$ cat config.mk
export PLATFORM = sky130hd
export DESIGN_NAME = matrix_feeder
export DESIGN_NICKNAME = d
export VERILOG_FILES = /design/src/rtl/tpu_pkg.sv /design/src/rtl/matrix_feeder.sv
export SDC_FILE = /design/constraint.sdc
export NUM_CORES = 1
export LEC_CHECK = 0
export CAP_MARGIN = 20
export CORE_MARGIN = 2
export CORE_UTILIZATION = 40
export DETAILED_ROUTE_END_ITERATION = 12
export HOLD_SLACK_MARGIN = 0.12
export PLACE_DENSITY = 0.66
export SYNTH_ARGS = -nofsm -noshare
export SYNTH_HDL_FRONTEND = slang
export SYNTH_SLANG_ARGS = --single-unit
export TNS_END_PERCENT = 100
$ cat constraint.sdc
create_clock -name clk -period 3.7 [get_ports clk]
set_clock_uncertainty 0.05 [all_clocks]
set_input_delay 1.11 -clock clk [delete_from_list [all_inputs] [get_ports clk]]
set_output_delay 1.11 -clock clk [all_outputs]
set_load 0.05 [all_outputs]
$ cat src/rtl/tpu_pkg.sv
// Shared definitions for the TPU datapath blocks: feeder FSM states and
// matrix memory geometry constants.
package tpu_pkg;

  localparam int MATRIX_COUNT     = 4;
  localparam int ELEMS_PER_MATRIX = 4;
  localparam int FEED_CYCLES      = 3;
  localparam int FETCH_CYCLES     = 9;
  localparam int SEL_W            = $clog2(MATRIX_COUNT);

  typedef enum logic [1:0] {
    ST_IDLE,
    ST_FETCH,
    ST_FEED,
    ST_DONE
  } feeder_state_t;

  // Row-major element index, optionally with row/column swapped (transpose).
  function automatic logic [1:0] elem_index(input logic [1:0] idx, input logic swap);
    return swap ? {idx[0], idx[1]} : idx;
  endfunction

endpackage

$ cat src/rtl/matrix_feeder.sv
// matrix_feeder: fetches a 2x2 A and a 2x2 B from the matrix memory into an
// 8-slot buffer, then streams them diagonally skewed into a 2x2 systolic array.
// Optional build macro MATRIX_FEEDER_TRANSPOSE_B_EN adds a transpose_b input
// that fetches B in e0,e2,e1,e3 order so the array receives B transposed.
module matrix_feeder
  import tpu_pkg::*;
#(
  parameter int WIDTH = 8
) (
  input  logic             clk,
  input  logic             rst,
  input  logic             start,
  input  logic [SEL_W-1:0] mat_a_sel,
  input  logic [SEL_W-1:0] mat_b_sel,
`ifdef MATRIX_FEEDER_TRANSPOSE_B_EN
  input  logic             transpose_b,
`endif
  output logic             busy,
  output logic             done,
  output logic             mem_read_en,
  output logic [3:0]       mem_read_addr,
  input  logic [WIDTH-1:0] mem_data,
  output logic             feed_valid,
  output logic [WIDTH-1:0] a_row0,
  output logic [WIDTH-1:0] a_row1,
  output logic [WIDTH-1:0] b_col0,
  output logic [WIDTH-1:0] b_col1
);

  localparam logic [3:0] FETCH_LAST = 4'(FETCH_CYCLES - 1);
  localparam logic [3:0] FEED_LAST  = 4'(FEED_CYCLES - 1);
  localparam logic [3:0] READ_COUNT = 4'(2 * ELEMS_PER_MATRIX);

  feeder_state_t    state, state_next;
  logic [3:0]       cnt, cnt_next;
  logic [SEL_W-1:0] a_sel_q, b_sel_q;
  logic [SEL_W-1:0] a_sel_eff, b_sel_eff;
  logic             xpose_eff;
  logic [3:0]       addr_next;
  logic [2:0]       slot;
  logic [WIDTH-1:0] elem_buf [8];
  logic [WIDTH-1:0] a_row0_n, a_row1_n, b_col0_n, b_col1_n;

  // Selects come straight from the inputs on the accepting edge, latched after.
  assign a_sel_eff = (state == ST_IDLE) ? mat_a_sel : a_sel_q;
  assign b_sel_eff = (state == ST_IDLE) ? mat_b_sel : b_sel_q;
  assign slot      = cnt[2:0] - 3'd1;

`ifdef MATRIX_FEEDER_TRANSPOSE_B_EN
  logic xpose_q;

  // Latch the transpose request together with the selects.
  always_ff @(posedge clk) begin
    if (rst)                          xpose_q <= 1'b0;
    else if (state == ST_IDLE && start) xpose_q <= transpose_b;
  end

  assign xpose_eff = (state == ST_IDLE) ? transpose_b : xpose_q;
`else
  assign xpose_eff = 1'b0;
`endif

  // Next-state and counter logic; one counter serves both FETCH and FEED.
  always_comb begin
    // NOTE: defaults first so every path assigns every variable (no latches).
    state_next = state;
    cnt_next   = '0;
    unique case (state)
      ST_IDLE:  if (start) state_next = ST_FETCH;
      ST_FETCH: begin
        if (cnt == FETCH_LAST) state_next = ST_FEED;
        else                   cnt_next   = cnt + 4'd1;
      end
      ST_FEED: begin
        if (cnt == FEED_LAST) state_next = ST_DONE;
        else                  cnt_next   = cnt + 4'd1;
      end
      ST_DONE:  state_next = ST_IDLE;
      default:  state_next = ST_IDLE;
    endcase
  end

  // Address for the read issued in the coming FETCH cycle: A first, then B.
  always_comb begin
    if (!cnt_next[2]) addr_next = {a_sel_eff, cnt_next[1:0]};
    else              addr_next = {b_sel_eff, elem_index(cnt_next[1:0], xpose_eff)};
  end

  // Skewed operand lanes for the coming FEED cycle; unused lanes are zero.
  always_comb begin
    a_row0_n = '0;
    a_row1_n = '0;
    b_col0_n = '0;
    b_col1_n = '0;
    if (state_next == ST_FEED) begin
      unique case (cnt_next[1:0])
        2'd0: begin
          a_row0_n = elem_buf[0];
          b_col0_n = elem_buf[4];
        end
        2'd1: begin
          a_row0_n = elem_buf[1];
          a_row1_n = elem_buf[2];
          b_col0_n = elem_buf[6];
          b_col1_n = elem_buf[5];
        end
        2'd2: begin
          a_row1_n = elem_buf[3];
          b_col1_n = elem_buf[7];
        end
        default: ;
      endcase
    end
  end

  // State, counter, latched selects and registered outputs.
  always_ff @(posedge clk) begin
    // NOTE: sequential state uses non-blocking assignment only.
    if (rst) begin
      state         <= ST_IDLE;
      cnt           <= '0;
      a_sel_q       <= '0;
      b_sel_q       <= '0;
      busy          <= 1'b0;
      done          <= 1'b0;
      mem_read_en   <= 1'b0;
      mem_read_addr <= '0;
      feed_valid    <= 1'b0;
      a_row0        <= '0;
      a_row1        <= '0;
      b_col0        <= '0;
      b_col1        <= '0;
    end else begin
      state       <= state_next;
      cnt         <= cnt_next;
      if (state == ST_IDLE && start) begin
        a_sel_q <= mat_a_sel;
        b_sel_q <= mat_b_sel;
      end
      busy        <= (state_next == ST_FETCH) || (state_next == ST_FEED);
      done        <= (state_next == ST_DONE);
      mem_read_en <= (state_next == ST_FETCH) && (cnt_next < READ_COUNT);
      if ((state_next == ST_FETCH) && (cnt_next < READ_COUNT))
        mem_read_addr <= addr_next;
      feed_valid  <= (state_next == ST_FEED);
      a_row0      <= a_row0_n;
      a_row1      <= a_row1_n;
      b_col0      <= b_col0_n;
      b_col1      <= b_col1_n;
    end
  end

  // Capture read data one cycle after each read into slot c-1.
  always_ff @(posedge clk) begin
    // NOTE: the buffer is small and must read as zero after reset, so it is cleared.
    if (rst) begin
      for (int i = 0; i < 8; i++) elem_buf[i] <= '0;
    end else if (state == ST_FETCH && cnt != 4'd0) begin
      elem_buf[slot] <= mem_data;
    end
  end

endmodule

==> results_dict.tcl, run 1 <==
set metrics [dict create \
    holdWs_ps 406 \
    routed_wl_um 8750 \
    rsz0062_at_grt "no" \
    yosysSeqAreaShare 0.647 \
    synth_warnings 0 \
    fillCellCount 952 \
    run_status "complete, no violations" \
    clkSinkCount 114 \
    worstSetupPathType "in -> reg" \
    drtIter0Drc 136 \
    vias 2867 \
    routedWlPerCell_um 15.0 \
    cts_hold_buffers 0 \
    rows 38 \
    antenna_found_initial 0 \
    drv_cap 0 \
    drive_above_1_share 0.122 \
    grt_pass1_vias 2836 \
    cts_resized 0 \
    combPwrFrac 0.046 \
    postRouteAntennaNets 0 \
    htreeDepth 4 \
    total_leakage_power_nw 2.20 \
    seqPwrFrac 0.416 \
    clock_latency_ps 400 \
    netSwitchingFraction 0.207 \
    cts_buffers 17 \
    final_nets 460 \
    start_util 0.413 \
    pre_cts_ws_ps 370 \
    die-area_um2 12200 \
    final_cell_mix "and2_1 (64), edfxtp_1 (64), clkdlybuf4s50_1 (54)" \
    fmax_ghz 0.340 \
    dieWidth_um 110 \
    dr.pass1.iters 4 \
    syn2layout_area_growth_pct 29.9 \
    place_congestion 0.784 \
    die_h_um 110 \
    vdd_drop_max_mv 0.342 \
    fin_tns_setup_ps 0 \
    cts_tree "yes" \
    end_kind "register" \
    insertedDiodeCount 0 \
    internal_power_w 0.00263 \
    dp_hpwl_um 5650 \
    coreArea_um2 10900 \
    syn_avg_cell_area_um2 12.3 \
    switchingPower_w 0.000687 \
    setup_ws_ps 758 \
    dpl-instance-area_um2 5210 \
    finalHoldViolations 0 \
    cts_setup_buffers 0 \
    grt_pass1_wl_um 14200 \
    grt_usage 0.160 \
    holdCritPathClass "reg -> reg" \
    syn_area_um2 4520 \
    crit_fanout 16 \
    port_buffers 54 \
    vias_per_cell 4.91 \
    worstPathArrival_ps 3150 \
    netlist_instances 367 \
    tightest_slew_ps 655 \
    final_area_um2 5870 \
    critPathRequiredTime_ps 3910 \
    clk_pin_slew_ps 60 \
    clockPowerShare 0.538 \
    design_power_total_w 0.00332 \
    cts_max_path_buffers 2 \
    io_pins 55 \
    drc 0 \
    ys_ff_latch 114 \
    relSlewSlack 0.563 \
    clockRootBuffer "clkbuf_16" \
    synth.distinct_cells 34 \
    grt_max_degree 33 \
    start_kind "input port" \
    gr-total-overflow 0 \
    fin_crit_sh 0.795 \
    fin_crit_ps 2940 \
    synth_nets 396 \
    report.final.slew_viol_count 0 \
    power_density_nw_per_um2 565 \
    setup_viol 0 \
]
-- power by group through the flow --
| stage | sequential [W] | clock (W) | combinational, W |
|---|---|---|---|
| detailed placement | 0.00141 | 0 | 0.000153 |
| finish | 0.00138 | 0.00178 | 0.000153 |
| CTS | 0.00138 | 0.00181 | 0.000155 |
| floorplan | 0.00142 | 0 | 0.0000785 |
| global placement | 0.00141 | 0 | 0.000152 |
| global route | 0.00138 | 0.00187 | 0.000167 |
-- per-layer routing --
metal  up-vias  share of wire  track usage  wire length (µm)
met1      1358           0.44        0.189              3830
li1       1405              -            -                 -
met5         -              0            0                 0
met4         0          0.025       0.0759               220
met3        19          0.048       0.0488               420
met2        85           0.49        0.266              4270
-- per-stage QoR --
step	cells	utilization
2_1_floorplan	367	-
3_3_place_gp	552	0.476
3_5_place_dp	552	0.476
4_1_cts	584	0.536
5_1_grt	584	0.536
6_report	584	0.536
-- layout make-up --
cell class | count | area [µm²] | share of cell area
Clock buffer | 18 | 429 | 0.0731
Clock inverter | 14 | 228 | 0.0388
Inverter | 13 | 48.8 | 0.00832
Multi-Input combinational cell | 224 | 1470 | 0.251
Sequential cell | 114 | 2920 | 0.498
Tap cell | 140 | 175 | 0.0299
Timing Repair Buffer | 61 | 593 | 0.101
-- sequential cells by signal, indices dropped and copies added, names as in the netlist, 2 cells and up --
register,count
b_col0,8
a_row0,8
cnt,4
b_col1,8
b_sel_q,2
elem_buf,64
a_row1,8
state,2
a_sel_q,2
mem_read_addr,4
-- cells by family (layout without fill, tap and decap cells) --
group,after synthesis,count (layout),synth area share
AOI/OAI and AO/OA,51,51,0.0867
xor gates and xnor gates,4,4,0.00776
adders and majority gates,14,14,0.0388
buffers and inverters,29,106,0.0277
DFF,114,114,0.647
muxes,4,4,0.00886
and+or+nand+nor,151,151,0.183
-- path summary, 6_finish.rpt --
path                                              start                      end  slack [ps]  cells past startpoint
worst max-delay path                              start     b_col1[4]$_SDFF_PP0_         760                     10
worst min-delay path            a_sel_q[0]$_SDFFE_PP0P_  a_sel_q[0]$_SDFFE_PP0P_         410                      2
worst max register to register      state[0]$_SDFF_PP0_     b_col1[4]$_SDFF_PP0_        1000                     11
worst min register to register  a_sel_q[0]$_SDFFE_PP0P_  a_sel_q[0]$_SDFFE_PP0P_         410                      2
-- cells in the mapped netlist (all sizes together) --
cell     count  area share
nand2b       2      0.0028
nand3        6      0.0066
a2111oi      2      0.0039
dfxtp       50        0.22
nor3         7       0.012
nor2        43       0.036
o31ai        3      0.0061
nor3b        1      0.0017
nand3b       3      0.0078
a22oi       32       0.053
xnor2        2      0.0039
xor2         2      0.0039
nand2       12       0.010
o41ai        1      0.0061
nor2b        3      0.0042
inv         13       0.011
buf          3      0.0061
a21oi        7      0.0086
o21ai        2      0.0022
mux2i        4      0.0089
or2         10       0.014
ha          14       0.039
and2        64       0.089
o22ai        1      0.0014
o31a         1      0.0019
edfxtp      64        0.43
o21a         2      0.0033
clkbuf      13       0.011
-- worst max-delay path, cell delays in order --
cell             delay (ps)
clkdlybuf4s50_1         540
nand2_1                 160
o31a_1                  150
o21ai_0                 160
inv_1                   130
ha_1                    220
nand2b_1                 90
inv_1                    50
nand2_1                 390
nor2_1                  140
Note: power is estimated with default switching activity, not from simulation.
==> run 2, diff against run 1 <==
- PLACE_DENSITY: 0.66 -> 0.68
- clock period: 3.7 -> 2.5 ns (I/O delays scaled with it)
==> run 2 against run 1 <==
Critical path depth is 9 lower. Via count is 2.0% higher. Largest cell class unchanged. Worst hold slack worse by 3.6 ps. Clock power is 42% higher. Critical endpoint is now mem_read_addr[2]. Non-clock buffer count is 16 higher. Largest power group unchanged. Die area stayed put. Sequential power is 48% higher.
==> results_dict.tcl, run 2 (synthesis results as in run 1) <==
set metrics [dict create \
    run_status "complete, no violations" \
    drive_above_1_share 0.150 \
    grt_max_degree 33 \
    grt_usage 0.165 \
    fillCellCount 954 \
    clockPowerShare 0.524 \
    fmax_ghz 0.421 \
    path_cells "clkdlybuf4s50_1" \
    switchingPower_w 0.00101 \
    insertedDiodeCount 0 \
    drc 0 \
    final_nets 476 \
    routed_wl_um 9040 \
    tightest_slew_ps 525 \
    drtIter0Drc 99 \
    end_kind "output pin" \
    total_leakage_power_nw 2.26 \
    dpl-instance-area_um2 5340 \
    cts_resized 0 \
    vias_per_cell 4.87 \
    vdd_drop_max_mv 0.383 \
    final_area_um2 5980 \
    start_util 0.413 \
    antenna_found_initial 0 \
    rsz0062_at_grt "no" \
    final_cell_mix "and2_1 (64), edfxtp_1 (64), clkdlybuf4s50_1 (54)" \
    clock_latency_ps 410 \
    start_kind "register" \
    clk_pin_slew_ps 50 \
    cpMaxStageDelayCell "clkdlybuf4s50_1" \
    rows 38 \
    gr-total-overflow 0 \
    setup_ws_ps 122 \
    holdCritPathClass "reg -> reg" \
    seqPwrFrac 0.424 \
    crit_family "buffers and inverters" \
    crit_buf_inv 1 \
    dp_hpwl_um 5980 \
    place_congestion 0.828 \
    crit_fanout 2 \
    vias 2924 \
    port_buffers 54 \
    dr.pass1.iters 4 \
    multiInputGateArea_um2 1480 \
    fin_crit_ps 2380 \
    instances_no_fill 600 \
    worstSetupPathType "reg -> out" \
    worstPathArrival_ps 1580 \
    regArea_um2 2920 \
    die-area_um2 12200 \
    clkSinkCount 114 \
    report.final.slew_viol_count 0 \
    relSlewSlack 0.649 \
    die_h_um 110 \
    power_density_nw_per_um2 806 \
    finalHoldViolations 0 \
    setup_viol 0 \
    routedWlPerCell_um 15.1 \
    cts_max_path_buffers 2 \
    cts_buffers 17 \
    cts_hold_buffers 0 \
    postRouteAntennaNets 0 \
    fin_crit_sh 0.951 \
    netSwitchingFraction 0.209 \
    io_pins 55 \
    internal_power_w 0.00381 \
    grt_pass1_vias 2975 \
    largest_register "elem_buf" \
    drv_cap 0 \
    clockRootBuffer "clkbuf_16" \
    largest_reg_flops 64 \
    critPathRequiredTime_ps 1700 \
    cts_setup_buffers 0 \
    pre_cts_ws_ps -73.4 \
    combPwrFrac 0.051 \
    dieWidth_um 110 \
    cts_tree "yes" \
    htreeDepth 4 \
    cp_slowest_stage_delay_ps 820 \
    dpl.cell_count 568 \
    coreArea_um2 10900 \
    grt_pass1_wl_um 14700 \
    syn2layout_area_growth_pct 32.3 \
]
## run 2: changes by cell type in the layout (fill, tap and decap cells not counted), sizes merged
| cell | before | now |
|---|---|---|
| buf | 7 | 23 |
| clkinvlp | 1 | 4 |
| clkinv | 5 | 4 |
| inv | 16 | 15 |
| bufinv | 5 | 4 |
## run 2: path summary, 6_finish.rpt
path                            slack (ps)  cells after the start                           from                 endpoint
worst min-delay path                   400                      2        b_sel_q[0]$_SDFFE_PP0P_  b_sel_q[0]$_SDFFE_PP0P_
worst max-delay path                   120                      1  mem_read_addr[2]$_SDFFE_PP0P_         mem_read_addr[2]
worst min register to register         400                      2        b_sel_q[0]$_SDFFE_PP0P_  b_sel_q[0]$_SDFFE_PP0P_
worst max register to register         190                     10            state[1]$_SDFF_PP0_     b_col1[7]$_SDFF_PP0_
## run 2: area by class of cell
type                       count  area share
inverter                      13     0.00816
clock buffer                  18      0.0735
clock inverter                14      0.0310
sequential                   114       0.489
multi-input combinational    224       0.247
timing repair buffer          77       0.122
tap                          140      0.0293
## run 2: per-layer routing
metal	up-vias	global-route usage	part of all wire
met5	-	0	0
met4	0	0.0732	0.014
met3	12	0.0488	0.040
met2	67	0.286	0.51
met1	1406	0.190	0.43
li1	1439	-	-
## run 2: metrics by stage
step	hold slack [ps]	utilization	setup TNS [ps]	power, W
floorplan	382	-	0	0.00222
global placement	391	0.489	0	0.00232
detailed placement	398	0.489	-957	0.00233
CTS	405	0.546	0	0.00486
global route	439	0.547	0	0.00496
finish	403	0.547	0	0.00482
## run 2: power groups by stage
stage | combinational (W) | clock [W] | sequential, W
detailed placement | 0.000247 | 0 | 0.00208
CTS | 0.000249 | 0.00256 | 0.00205
global placement | 0.000243 | 0 | 0.00208
floorplan | 0.000116 | 0 | 0.00210
finish | 0.000248 | 0.00253 | 0.00204
global route | 0.000270 | 0.00265 | 0.00205
==> run 3, diff against run 2 <==
- ABC_AREA: unset -> 1
==> run 3 against run 2 <==
Area after synthesis fell by 1.2%. Sequential power barely moved. Core utilization fell by 0.90 points. Flip-flop and latch count did not move. Via count rose by 6.4%. Critical path type unchanged.
==> results_dict.tcl, run 3 <==
set metrics [dict create \
    run_status "complete, no violations" \
    cts_setup_buffers 0 \
    dp_hpwl_um 5960 \
    final_area_um2 5850 \
    grt_pass1_vias 3019 \
    crit_family "buffers and inverters" \
    routedWlPerCell_um 13.7 \
    internal_power_w 0.00362 \
    start_kind "register" \
    synth_compound_area_frac 0.0544 \
    dr.pass1.iters 4 \
    synth.distinct_cells 26 \
    synth-xor-area-share 0.00560 \
    ys_ff_latch 114 \
    worstPathArrival_ps 1650 \
    power_density_nw_per_um2 829 \
    grt_max_degree 33 \
    fin_crit_sh 0.981 \
    cts_buffers 17 \
    synth_warnings 0 \
    crit_buf_inv 1 \
    synth_top_family_by_area "simple AND/OR/NAND/NOR gates" \
    dieWidth_um 110 \
    synth_edf_count 64 \
    syn_area_um2 4470 \
    synthFlopType "edfxtp_1" \
    wl_met2_um 4560 \
    clockRootBuffer "clkbuf_8" \
    port_buffers 54 \
    largest_reg_flops 64 \
    setup_viol 0 \
    combPwrFrac 0.086 \
    grt_usage 0.161 \
    cpMaxStageDelayCell "clkdlybuf4s50_1" \
    fin_crit_ps 2450 \
    fmax_ghz 0.408 \
    place_congestion 0.755 \
    rsz0062_at_grt "no" \
    htreeDepth 4 \
    drc 0 \
    vias_per_cell 4.69 \
    final_common_cell "nand2_1" \
    synth_nets 461 \
    yosys.area_share.simple 0.209 \
    netlist_instances 432 \
    seqPwrFrac 0.426 \
    grt_pass1_wl_um 14200 \
    dpl-instance-area_um2 5260 \
    final_cell_mix "nand2_1 (103), nor2_1 (83), edfxtp_1 (64)" \
    routed.top_layer "met4" \
    postRouteAntennaNets 0 \
    cts_hold_buffers 0 \
    holdCritPathClass "reg -> reg" \
    vias 3111 \
    pre_cts_ws_ps 32.3 \
    met3WireLength_um 517 \
    netSwitchingFraction 0.253 \
    final_nets 539 \
    yosysMostFrequentCell "nand2_1" \
    clk_pin_slew_ps 60 \
    cp_slowest_stage_delay_ps 810 \
    drive_above_1_share 0.149 \
    gr-total-overflow 0 \
    die-area_um2 12000 \
    setup_ws_ps 46.4 \
    async_reset_ff_frac 0 \
    finalHoldViolations 0 \
    coreArea_um2 10900 \
    ys_top_cells_by_count "nand2_1 (103), nor2_1 (83), edfxtp_1 (64)" \
    total_leakage_power_nw 2.36 \
    design_power_total_w 0.00485 \
    path_cells "clkdlybuf4s50_1" \
    antenna_found_initial 0 \
    vdd_drop_max_mv 0.354 \
    clockPowerShare 0.488 \
    io_pins 55 \
    start_util 0.410 \
    clkSinkCount 114 \
    drtIter0Drc 183 \
    tightest_slew_ps 667 \
    switchingPower_w 0.00123 \
    end_kind "output pin" \
    cts_tree "yes" \
    syn_avg_cell_area_um2 10.3 \
    insertedDiodeCount 0 \
    muxShareOfSynthArea 0 \
    wl_met1_um 3920 \
    synthTopCellsByArea "edfxtp_1 (43%), dfxtp_1 (22%), nand2_1 (8.7%)" \
    yosysTopAreaCellShare 0.430 \
    largest_register "elem_buf" \
    dpl.cell_count 631 \
    worstSetupPathType "reg -> out" \
    relSlewSlack 0.555 \
    clock_latency_ps 500 \
    yosysTopAreaCell "edfxtp_1" \
    drv_cap 0 \
    rows 38 \
    yosysSeqAreaShare 0.655 \
    instances_no_fill 663 \
    report.final.slew_viol_count 0 \
    synth_fa_ha_area_frac 0.0392 \
    die_h_um 110 \
    fillCellCount 929 \
    syn2layout_area_growth_pct 31.1 \
    crit_fanout 1 \
    critPathRequiredTime_ps 1700 \
    cts_resized 0 \
    routed_wl_um 9090 \
    cts_max_path_buffers 2 \
    fin_tns_setup_ps 0 \
]
-- run 3: changes by cell type after synthesis, sizes merged, moves of 4 or more --
cell | before | now
clkbuf | 13 | 6
nor2 | 43 | 90
a21oi | 7 | 37
or2 | 10 | 0
o21ai | 2 | 7
a22oi | 32 | 0
mux2i | 4 | 0
nand2 | 12 | 116
nor3 | 7 | 0
inv | 13 | 28
and2 | 64 | 0
-- run 3: cells by family (layout without fill, tap and decap cells) --
group	count (synthesis)	after routing
AND/OR/NAND/NOR	215	215
adder cells (fa/ha/maj)	14	14
AO/OA/AOI/OAI	46	46
flip-flops	114	114
buffers and inverters	41	132
XOR/XNOR	2	2
-- run 3: power by group through the flow --
stage                     clock network, W  registers (W)  logic [W]
after global placement                   0        0.00210   0.000413
after global routing               0.00248        0.00207   0.000460
final                              0.00237        0.00207   0.000418
after floorplan                          0        0.00217   0.000209
after detailed placement                 0        0.00210   0.000419
after CTS                          0.00239        0.00207   0.000421
-- run 3: path summary, 6_finish.rpt --
path | from | to | slack, ps | cells after the start
worst max register to register | state[1]$_SDFF_PP0_ | b_col0[5]$_SDFF_PP0_ | 280 | 10
worst min-delay path | a_sel_q[0]$_SDFFE_PP0P_ | a_sel_q[0]$_SDFFE_PP0P_ | 400 | 2
worst max-delay path | feed_valid$_SDFF_PP0_ | feed_valid | 50 | 1
worst min register to register | a_sel_q[0]$_SDFFE_PP0P_ | a_sel_q[0]$_SDFFE_PP0P_ | 400 | 2
-- run 3: cell type report --
type / instances / area, µm² / area share
repair buffers: 71 / 686 / 0.117
clock inverters: 15 / 171 / 0.0293
inverters: 29 / 110 / 0.0188
flip-flops and latches: 114 / 2920 / 0.499
multi-input cells: 277 / 1380 / 0.235
well taps: 140 / 175 / 0.0299
clock buffers: 17 / 414 / 0.0707
-- run 3: through the flow --
stage               hold WS [ps]  utilization
CTS                          402        0.537
global route                 456        0.538
finish                       399        0.538
floorplan                    374            -
detailed placement           395        0.483
global placement             384        0.483
-- run 3: per-layer routing --
| metal | track usage | vias to the layer above |
|---|---|---|
| met5 | 0 | - |
| met4 | 0.0624 | 0 |
| met3 | 0.0516 | 7 |
| met2 | 0.272 | 92 |
| met1 | 0.189 | 1453 |
| li1 | - | 1559 |
